[src/rtl/pads_rst_ctrl_pkg.sv]
// pads_rst_ctrl_pkg: shared FSM states, reset cause codes and delay range check for the pad-ring reset sequencer
package pads_rst_ctrl_pkg;
  typedef enum logic [2:0] {
    S_HOLD      = 3'd0,
    S_IO_WAIT   = 3'd1,
    S_CORE_WAIT = 3'd2,
    S_RUN       = 3'd3,
    S_SW_RST    = 3'd4
  } state_t;
  localparam logic [1:0] RST_CAUSE_POR = 2'b01;
  localparam logic [1:0] RST_CAUSE_SW  = 2'b10;
  function automatic bit dly_ok(input int v, input int w);
    return v >= 1 && v < (1 << w);
  endfunction
endpackage

[src/rtl/pads_rst_ctrl_rst_sync.sv]
// rst_sync: async-assert/sync-deassert reset synchronizer (clk, rst_n in; rst_sync_n out)
module rst_sync #(
  parameter int SYNC_STAGES = 2
) (
  input  logic clk,
  input  logic rst_n,
  output logic rst_sync_n
);
  (* dont_touch = "true" *) logic [SYNC_STAGES-1:0] ff;
  always_ff @(posedge clk or negedge rst_n)
    if (!rst_n) ff <= '0;
    else ff <= {ff[SYNC_STAGES-2:0], 1'b1};
  assign rst_sync_n = ff[SYNC_STAGES-1];
endmodule

[src/rtl/pads_rst_ctrl.sv]
// pads_rst_ctrl: ordered pad-ring reset release (io_oe_en/periph_rst_n, then core_rst_n/ready) plus software warm reset
module pads_rst_ctrl
  import pads_rst_ctrl_pkg::*;
#(
  parameter int SYNC_STAGES = 2,
  parameter int IO_DLY      = 16,
  parameter int CORE_DLY    = 32,
  parameter int SW_RST_LEN  = 8,
  parameter int CNT_W       = 8
) (
  input  logic       clk,
  input  logic       rst_n,
  input  logic       sw_rst_req,
  output logic       rst_sync_n,
  output logic       io_oe_en,
  output logic       periph_rst_n,
  output logic       core_rst_n,
  output logic       ready,
  output logic [1:0] rst_cause
);
  if (SYNC_STAGES < 2) begin : g_sync_chk
    $error("SYNC_STAGES must be >= 2");
  end
  if (!dly_ok(IO_DLY, CNT_W)) begin : g_io_chk
    $error("IO_DLY out of range for CNT_W");
  end
  if (!dly_ok(CORE_DLY, CNT_W)) begin : g_core_chk
    $error("CORE_DLY out of range for CNT_W");
  end
  if (!dly_ok(SW_RST_LEN, CNT_W)) begin : g_sw_chk
    $error("SW_RST_LEN out of range for CNT_W");
  end
  localparam logic [CNT_W-1:0] IO_LAST   = CNT_W'(IO_DLY - 1);
  localparam logic [CNT_W-1:0] CORE_LAST = CNT_W'(CORE_DLY - 1);
  localparam logic [CNT_W-1:0] SW_LAST   = CNT_W'(SW_RST_LEN - 1);
  state_t state, state_d;
  logic [CNT_W-1:0] cnt, cnt_d;
  logic io_d, periph_d, core_d, ready_d;
  logic [1:0] cause_d;
  logic req_r, req_q;
  logic sw_edge;
  rst_sync #(.SYNC_STAGES(SYNC_STAGES)) u_rst_sync (
    .clk        (clk),
    .rst_n      (rst_n),
    .rst_sync_n (rst_sync_n)
  );
  assign sw_edge = req_r & ~req_q;
  always_ff @(posedge clk or negedge rst_n)
    if (!rst_n) begin
      state        <= S_HOLD;
      cnt          <= '0;
      io_oe_en     <= 1'b0;
      periph_rst_n <= 1'b0;
      core_rst_n   <= 1'b0;
      ready        <= 1'b0;
      rst_cause    <= RST_CAUSE_POR;
      req_r        <= 1'b0;
      req_q        <= 1'b0;
    end else begin
      state        <= state_d;
      cnt          <= cnt_d;
      io_oe_en     <= io_d;
      periph_rst_n <= periph_d;
      core_rst_n   <= core_d;
      ready        <= ready_d;
      rst_cause    <= cause_d;
      req_r        <= sw_rst_req;
      req_q        <= req_r;
    end
  always_comb begin
    state_d  = state;
    cnt_d    = cnt;
    io_d     = io_oe_en;
    periph_d = periph_rst_n;
    core_d   = core_rst_n;
    ready_d  = ready;
    cause_d  = rst_cause;
    case (state)
      S_HOLD: begin
        cnt_d   = '0;
        state_d = rst_sync_n ? S_IO_WAIT : S_HOLD;
      end
      S_IO_WAIT:
        if (cnt == IO_LAST) begin
          io_d     = 1'b1;
          periph_d = 1'b1;
          cnt_d    = '0;
          state_d  = S_CORE_WAIT;
        end else cnt_d = cnt + 1'b1;
      S_CORE_WAIT:
        if (cnt == CORE_LAST) begin
          core_d  = 1'b1;
          ready_d = 1'b1;
          cnt_d   = '0;
          state_d = S_RUN;
        end else cnt_d = cnt + 1'b1;
      S_RUN:
        if (sw_edge) begin
          core_d  = 1'b0;
          ready_d = 1'b0;
          cause_d = RST_CAUSE_SW;
          cnt_d   = '0;
          state_d = S_SW_RST;
        end
      S_SW_RST:
        if (cnt == SW_LAST) begin
          core_d  = 1'b1;
          ready_d = 1'b1;
          cnt_d   = '0;
          state_d = S_RUN;
        end else cnt_d = cnt + 1'b1;
      default: begin
        state_d  = S_HOLD;
        cnt_d    = '0;
        io_d     = 1'b0;
        periph_d = 1'b0;
        core_d   = 1'b0;
        ready_d  = 1'b0;
      end
    endcase
  end
endmodule

[config.mk]
export PLATFORM = sky130hd
export DESIGN_NAME = pads_rst_ctrl
export DESIGN_NICKNAME = d
export VERILOG_FILES = /design/src/rtl/pads_rst_ctrl_pkg.sv /design/src/rtl/pads_rst_ctrl_rst_sync.sv /design/src/rtl/pads_rst_ctrl.sv
export SDC_FILE = /design/constraint.sdc
export NUM_CORES = 1
export LEC_CHECK = 0
export ABC_AREA = 1
export ABC_CLOCK_PERIOD_IN_PS = 2050
export CAP_MARGIN = 10
export CORE_AREA = 5 5 58 60
export CTS_BUF_LIST = sky130_fd_sc_hd__clkbuf_2 sky130_fd_sc_hd__clkbuf_4 sky130_fd_sc_hd__clkbuf_8
export DETAILED_ROUTE_END_ITERATION = 7
export DIE_AREA = 0 0 63 65
export HOLD_SLACK_MARGIN = 0.02
export PLACE_DENSITY = 0.65
export RECOVER_POWER = 100
export SYNTH_ARGS = -nofsm -noshare
export SYNTH_HDL_FRONTEND = slang
export SYNTH_SLANG_ARGS = --single-unit
[constraint.sdc]
create_clock -name clk -period 2.05 [get_ports clk]
set_input_delay 0.41 -clock clk [delete_from_list [all_inputs] [get_ports clk]]
set_output_delay 0.41 -clock clk [all_outputs]
set_load 0.01 [all_outputs]
After elaboration in Yosys (flattened, before gate mapping)
Cells that the tools add are included.
{ "totals": {"out_inout_bits": 7, "mem_count": 0, "mem_bits_rw": 0, "latchBits": 0, "romBits": 0, "input_bits": 3, "reg_bits": 19, "word_cells": 48} }
{ "op_classes": {"n_eq_ne": 11, "n_mux": 17, "n_reduce_logical": 7, "shifts": 0, "n_addsub": 1, "div": 0, "n_lt_le_gt_ge": 0, "bitwise_logic": 4, "multipliers": 0} }
{ "op_table": {"columns": ["operator", "count"], "rows": [
  ["2-to-1 mux 8 bit", 4],
  ["case mux 8 bit (4 select lines)", 1],
  ["case mux 3 bit (5 select lines)", 1],
  ["2-to-1 mux 3 bit", 4],
  ["adder 8 x 1 -> 8 bit (second input constant)", 1],
  ["== test 8 x 3 -> 1 bit (second input constant)", 1],
  ["== test 8 x 4 -> 1 bit (second input constant)", 1],
  ["== test 8 x 5 -> 1 bit (second input constant)", 1],
  ["!= test 2 bit (second input constant)", 4],
  ["AND reduction 4 bit", 2],
  ["== test 3 x 2 -> 1 bit (second input constant)", 2],
  ["2-to-1 mux 1 bit", 5],
  ["case mux 1 bit (4 select lines)", 1],
  ["AND reduction 2 bit", 2],
  ["OR reduction 4 bit", 1],
  ["== test 3 x 1 -> 1 bit (second input constant)", 1],
  ["== test 3 bit (second input constant)", 1],
  ["logical NOT 3 bit", 1],
  ["inverter 1 bit", 3],
  ["case mux 1 bit (2 select lines)", 1],
  ["OR reduction 2 bit", 1],
  ["AND 1 bit", 1]
]} }

Logic depth before layout (Yosys ltp)
{ "depth": {"depth_word": 4, "depth_mapped": 10, "ltp_nobuf": 10} }

By module
A second synthesis with hierarchy kept.
{ "hier_totals": {"cells_unflattened": 137, "area_unflattened_um2": 1079.8} }
{ "by_module_without_submodules": {"columns": ["mod", "seq_area_each_um2", "cells_each", "n_inst", "area_each_um2"], "rows": [
  ["pads_rst_ctrl", 426.7, 134, 1, 1026.0],
  ["rst_sync", 50.0, 3, 1, 53.8]
]} }

Worst setup path before layout
Ideal clock, no wire load.
{ "synth_path": {"kind": "register to register", "start": "reg cnt[0]", "end": "reg cnt[3]", "setup_ns": 0.115, "slack_ns": 0.746, "path_stages_with_launch": 9, "arrival_time_ns": 1.188, "t_required_ns": 1.935, "cell_sequence": "dfrtp_1 > ha_1 > nand3_1 > nor2_1 > inv_1 > nand2_1 > nand2_1 > nor2_1 > nor2_1"} }
{ "synth_via": {"elab_chain_cells": 3, "elab_cells_between_ends": 8, "classes_between": "1 x add/sub; 3 x eq/ne; 4 x mux"} }
{ "synth_rtl": {"columns": ["item", "line", "source"], "rows": [
  ["from (decl)", "pads_rst_ctrl.sv:37", "logic [CNT_W-1:0] cnt, cnt_d;"],
  ["from (signal assigned)", "pads_rst_ctrl.sv:61", "cnt <= cnt_d;"],
  ["adder 8 x 1 -> 8 bit, or another cell as far along", "pads_rst_ctrl.sv:89, pads_rst_ctrl.sv:96, pads_rst_ctrl.sv:111", null],
  ["2-to-1 mux 8 bit (on tied branches)", "pads_rst_ctrl.sv:106, pads_rst_ctrl.sv:84, pads_rst_ctrl.sv:91", null],
  ["case mux 8 bit (4 select lines) (*)", "pads_rst_ctrl.sv:78", "case (state)"]
]} }
Mark *: on every way between the ends. The rest lies on a longest branch, timed or not.
A chain may end at the register's enable or synchronous reset.

Final worst setup path
{ "layout_path": {"start": "reg rst_cause[0]", "end": "out rst_cause[0]"} }
{ "layout_rtl": {"columns": ["item", "line", "source"], "rows": [
  ["from (decl)", "pads_rst_ctrl.sv:19", "output logic [1:0] rst_cause"],
  ["from (signal assigned)", "pads_rst_ctrl.sv:66", "rst_cause <= cause_d;"]
]} }
No word-level cell between the ends.

==> metrics.md <==
| Metric | Value |
|---|---|
| Delay-heaviest family, CP | `buffers and inverters` |
| Worst Path Required | `1640 ps` |
| Antenna-violating nets left | `0` |
| Max-cap violations | `0` |
| Clock Skew | `1.29 ps` |
| Fin crit period | `~1900 ps` |
| Iter 0 DRT Violations | `20` |
| Crit-path cells | `dlygate4sd3_1` |
| Sequential share of the synthesized area | `around 45%` |
| Cell taking the most area after synthesis | `dfrtp_1` |
| CTS sink cnt | `19` |
| Final Max Slew Viols | `0` |
| Antenna violations before repair | `0` |
| Wire per inst | `between 10 and 15 µm` |
| Port bufs | `9` |
| Nets | `approximately 160` |
| Status | `complete, no violations` |
| Final setup viols | `0` |
| Sw Ratio | `between 40% and 50%` |
| Post-Syn Area per Cell | `around 7.6 µm²` |
| Antenna Cells | `0` |
| Final wirelength | `2000 µm` |
| Cell area after synthesis | `between 1000 and 1500 µm²` |
| CORE AREA | `2880 µm²` |
| Vert. Die Dim | `65 µm` |
| First-pass GRT wire length | `between 3000 and 4000 µm` |
| Seq pwr share | `roughly two fifths` |
| Top cells by area, synth | `dfrtp_1 43%, nand2_1 13%, inv_1 7.5%` |
| Synth top area share | `about 43%` |
| CP max stage delay | `around 600 ps` |
| GRT overflow | `0` |
| Buf+Inv Stages, Crit Path | `1` |
| Vias in the first global route | `847` |
| Worst-path clk slew | `approximately 110 ps` |
| Net count after synthesis | `143` |
| Total negative slack | `0 ps` |
| Clock Power Share | `approximately 16%` |
| CP startpoint kind | `register` |
| RSZ-0062 raised after global routing | `no` |
| Worst slew pin tran | `1010 ps` |
| Post-layout util | `between 40% and 50%` |
| Clock buffer depth | `2` |
| CP endpoint kind | `output port` |
| Psw | `about 530 µW` |
| CTS HTree Levels | `1` |
| Final HPWL DP | `between 1500 and 2000 µm` |
| TritonCTS Buffers | `3` |
| Setup bufs post-CTS | `0` |
| Multi-input gate area | `439 µm²` |
| Worst min path class | `register to register` |
| Commonest cells in the netlist | `35 x nand2_1, 21 x inv_1, 18 x dfrtp_1` |
| Slew headroom | `32.7%` |
| PwrDens | `approximately 1100 nW/µm²` |
| Placed cell count | `179` |
| Layout cells sized above 1 | `under 10%` |
| Clock Latency Late Sink | `300 ps` |
| Post-synthesis cell count | `approximately 140` |
| Critical path class | `register to output port` |
| P_int | `around 710 µW` |
| Comb pwr share | `42.8%` |
| Hold Violations, Final | `0` |
| RD Place Congestion | `0.861` |
| Drt first pass iters | `4` |
| Root Buffer | `clkbuf_4` |
| Syn-to-layout area delta | `10.6%` |
| Share of synthesized registers carrying an async set or reset | `100%` |
| Routed vias/inst | `approximately 4.7` |
| CTS Hold Bufs | `0` |
| Fmax | `~540 MHz` |
| Num rows | `20` |
| Count leader, synth | `nand2_1` |
| Hold Slack | `368 ps` |
| Netlist cell types | `24` |
| Register area | `roughly 480 µm²` |
| TritonCTS clock tree | `yes` |
| LEAKAGE | `around 0.63 nW` |
| Initial Util | `36.5%` |
| Slowest CP cell | `dlygate4sd3_1` |
| Detailed-route via count | `approximately 870` |
| Largest net degree at the start of global routing | `20` |
| Tcrit/Tclk final | `90.5%` |
| Max IR drop VDD | `around 0.53 mV` |
| Number of synthesized flops with an enable pin | `0` |
| Synth warnings | `0` |
| Die area | `4100 µm²` |
| Non-filler cells, final | `roughly 180` |
| Yosys reg bits | `19` |
| Die width | `63 µm` |
| DRC violations left | `0` |
| IO Pins | `10` |
| Commonest register cell after synthesis | `dfrtp_1` |
| Arrival time worst endpoint | `between 1000 and 1500 ps` |
| Cts repair resizes | `0` |
| Total power | `approximately 1.2 mW` |
| Gr usage total | `11.3%` |
| Filler cells | `around 300` |
| CP max FO | `2` |
## kinds of logic (layout without fill, tap and decap cells)
group / Yosys count / after routing / share of synthesized area, %
buf+inv: 25 / 36 / 10.4
simple gates: 77 / 77 / 33.5
xor+xnor: 3 / 3 / 2.50
fa+ha+maj: 1 / 1 / 1.19
other cells: 1 / 1 / 0.357
flops: 19 / 19 / 45.4
compound gates: 13 / 13 / 6.67
## cell type report
| cell class | count | share of cell area [%] |
|---|---|---|
| clock buffer | 3 | 1.94 |
| clock inverter | 1 | 0.431 |
| inverter | 22 | 7.11 |
| multi-input combinational | 95 | 37.8 |
| sequential | 19 | 41.1 |
| tap | 33 | 3.56 |
| timing repair buffer | 10 | 8.08 |
## power groups by stage
stage / Sequential (mW) / Clock (mW) / Combinational, mW
2_1_floorplan: 0.516 / 0 / 0.426
3_3_place_gp: 0.519 / 0 / 0.547
3_5_place_dp: 0.524 / 0 / 0.557
4_1_cts: 0.516 / 0.204 / 0.556
5_1_grt: 0.527 / 0.229 / 0.611
6_report: 0.514 / 0.194 / 0.529
## worst paths after layout
check                                 start               end  slack [ps]  cells past startpoint
min                        u_rst_sync.ff[0]  u_rst_sync.ff[1]         370                      0
max                            rst_cause[0]      rst_cause[0]         200                      1
max reg2reg                          cnt[0]            cnt[5]         290                     10
max in group asynchronous             rst_n            cnt[5]         670                      2
min in group asynchronous             rst_n  u_rst_sync.ff[1]         780                      2
min reg2reg                u_rst_sync.ff[0]  u_rst_sync.ff[1]         370                      0
## layer usage
| metal | vias to the layer above | part of all wire, % | GRT usage (%) |
|---|---|---|---|
| met4 | 0 | 2.1 | 6.10 |
| met3 | 4 | 3.4 | 2.77 |
| li1 | 452 | - | - |
| met5 | - | 0 | 0 |
| met2 | 10 | 47 | 18.7 |
| met1 | 402 | 47 | 13.2 |
## registers in the layout (all words and copies together) (netlist names)
name	flops
ready	1
state	3
req_r	1
cnt	8
periph_rst_n	1
u_rst_sync.ff	2
rst_cause	2
req_q	1
## per-stage QoR
stage               instance area, µm²  setup WS, ps
floorplan                         1050           746
global placement                  1160           536
detailed placement                1160           532
CTS                               1190           242
global route                      1160           117
finish                            1160           195
## layout by cell type, fill, tap and decap left out, types with 2 or more instances in the layout
cell type and count:
o21ai_0 7, nor2_2 2, nand3_1 14, dlygate4sd3_1 9, nand2_2 3, dfrtp_1 18
xor2_1 2, nand2_1 36, nor2_1 19, clkbuf_4 3, inv_1 21, a21oi_1 3
nand4_1 2
Power figures use the tool's default switching activity.
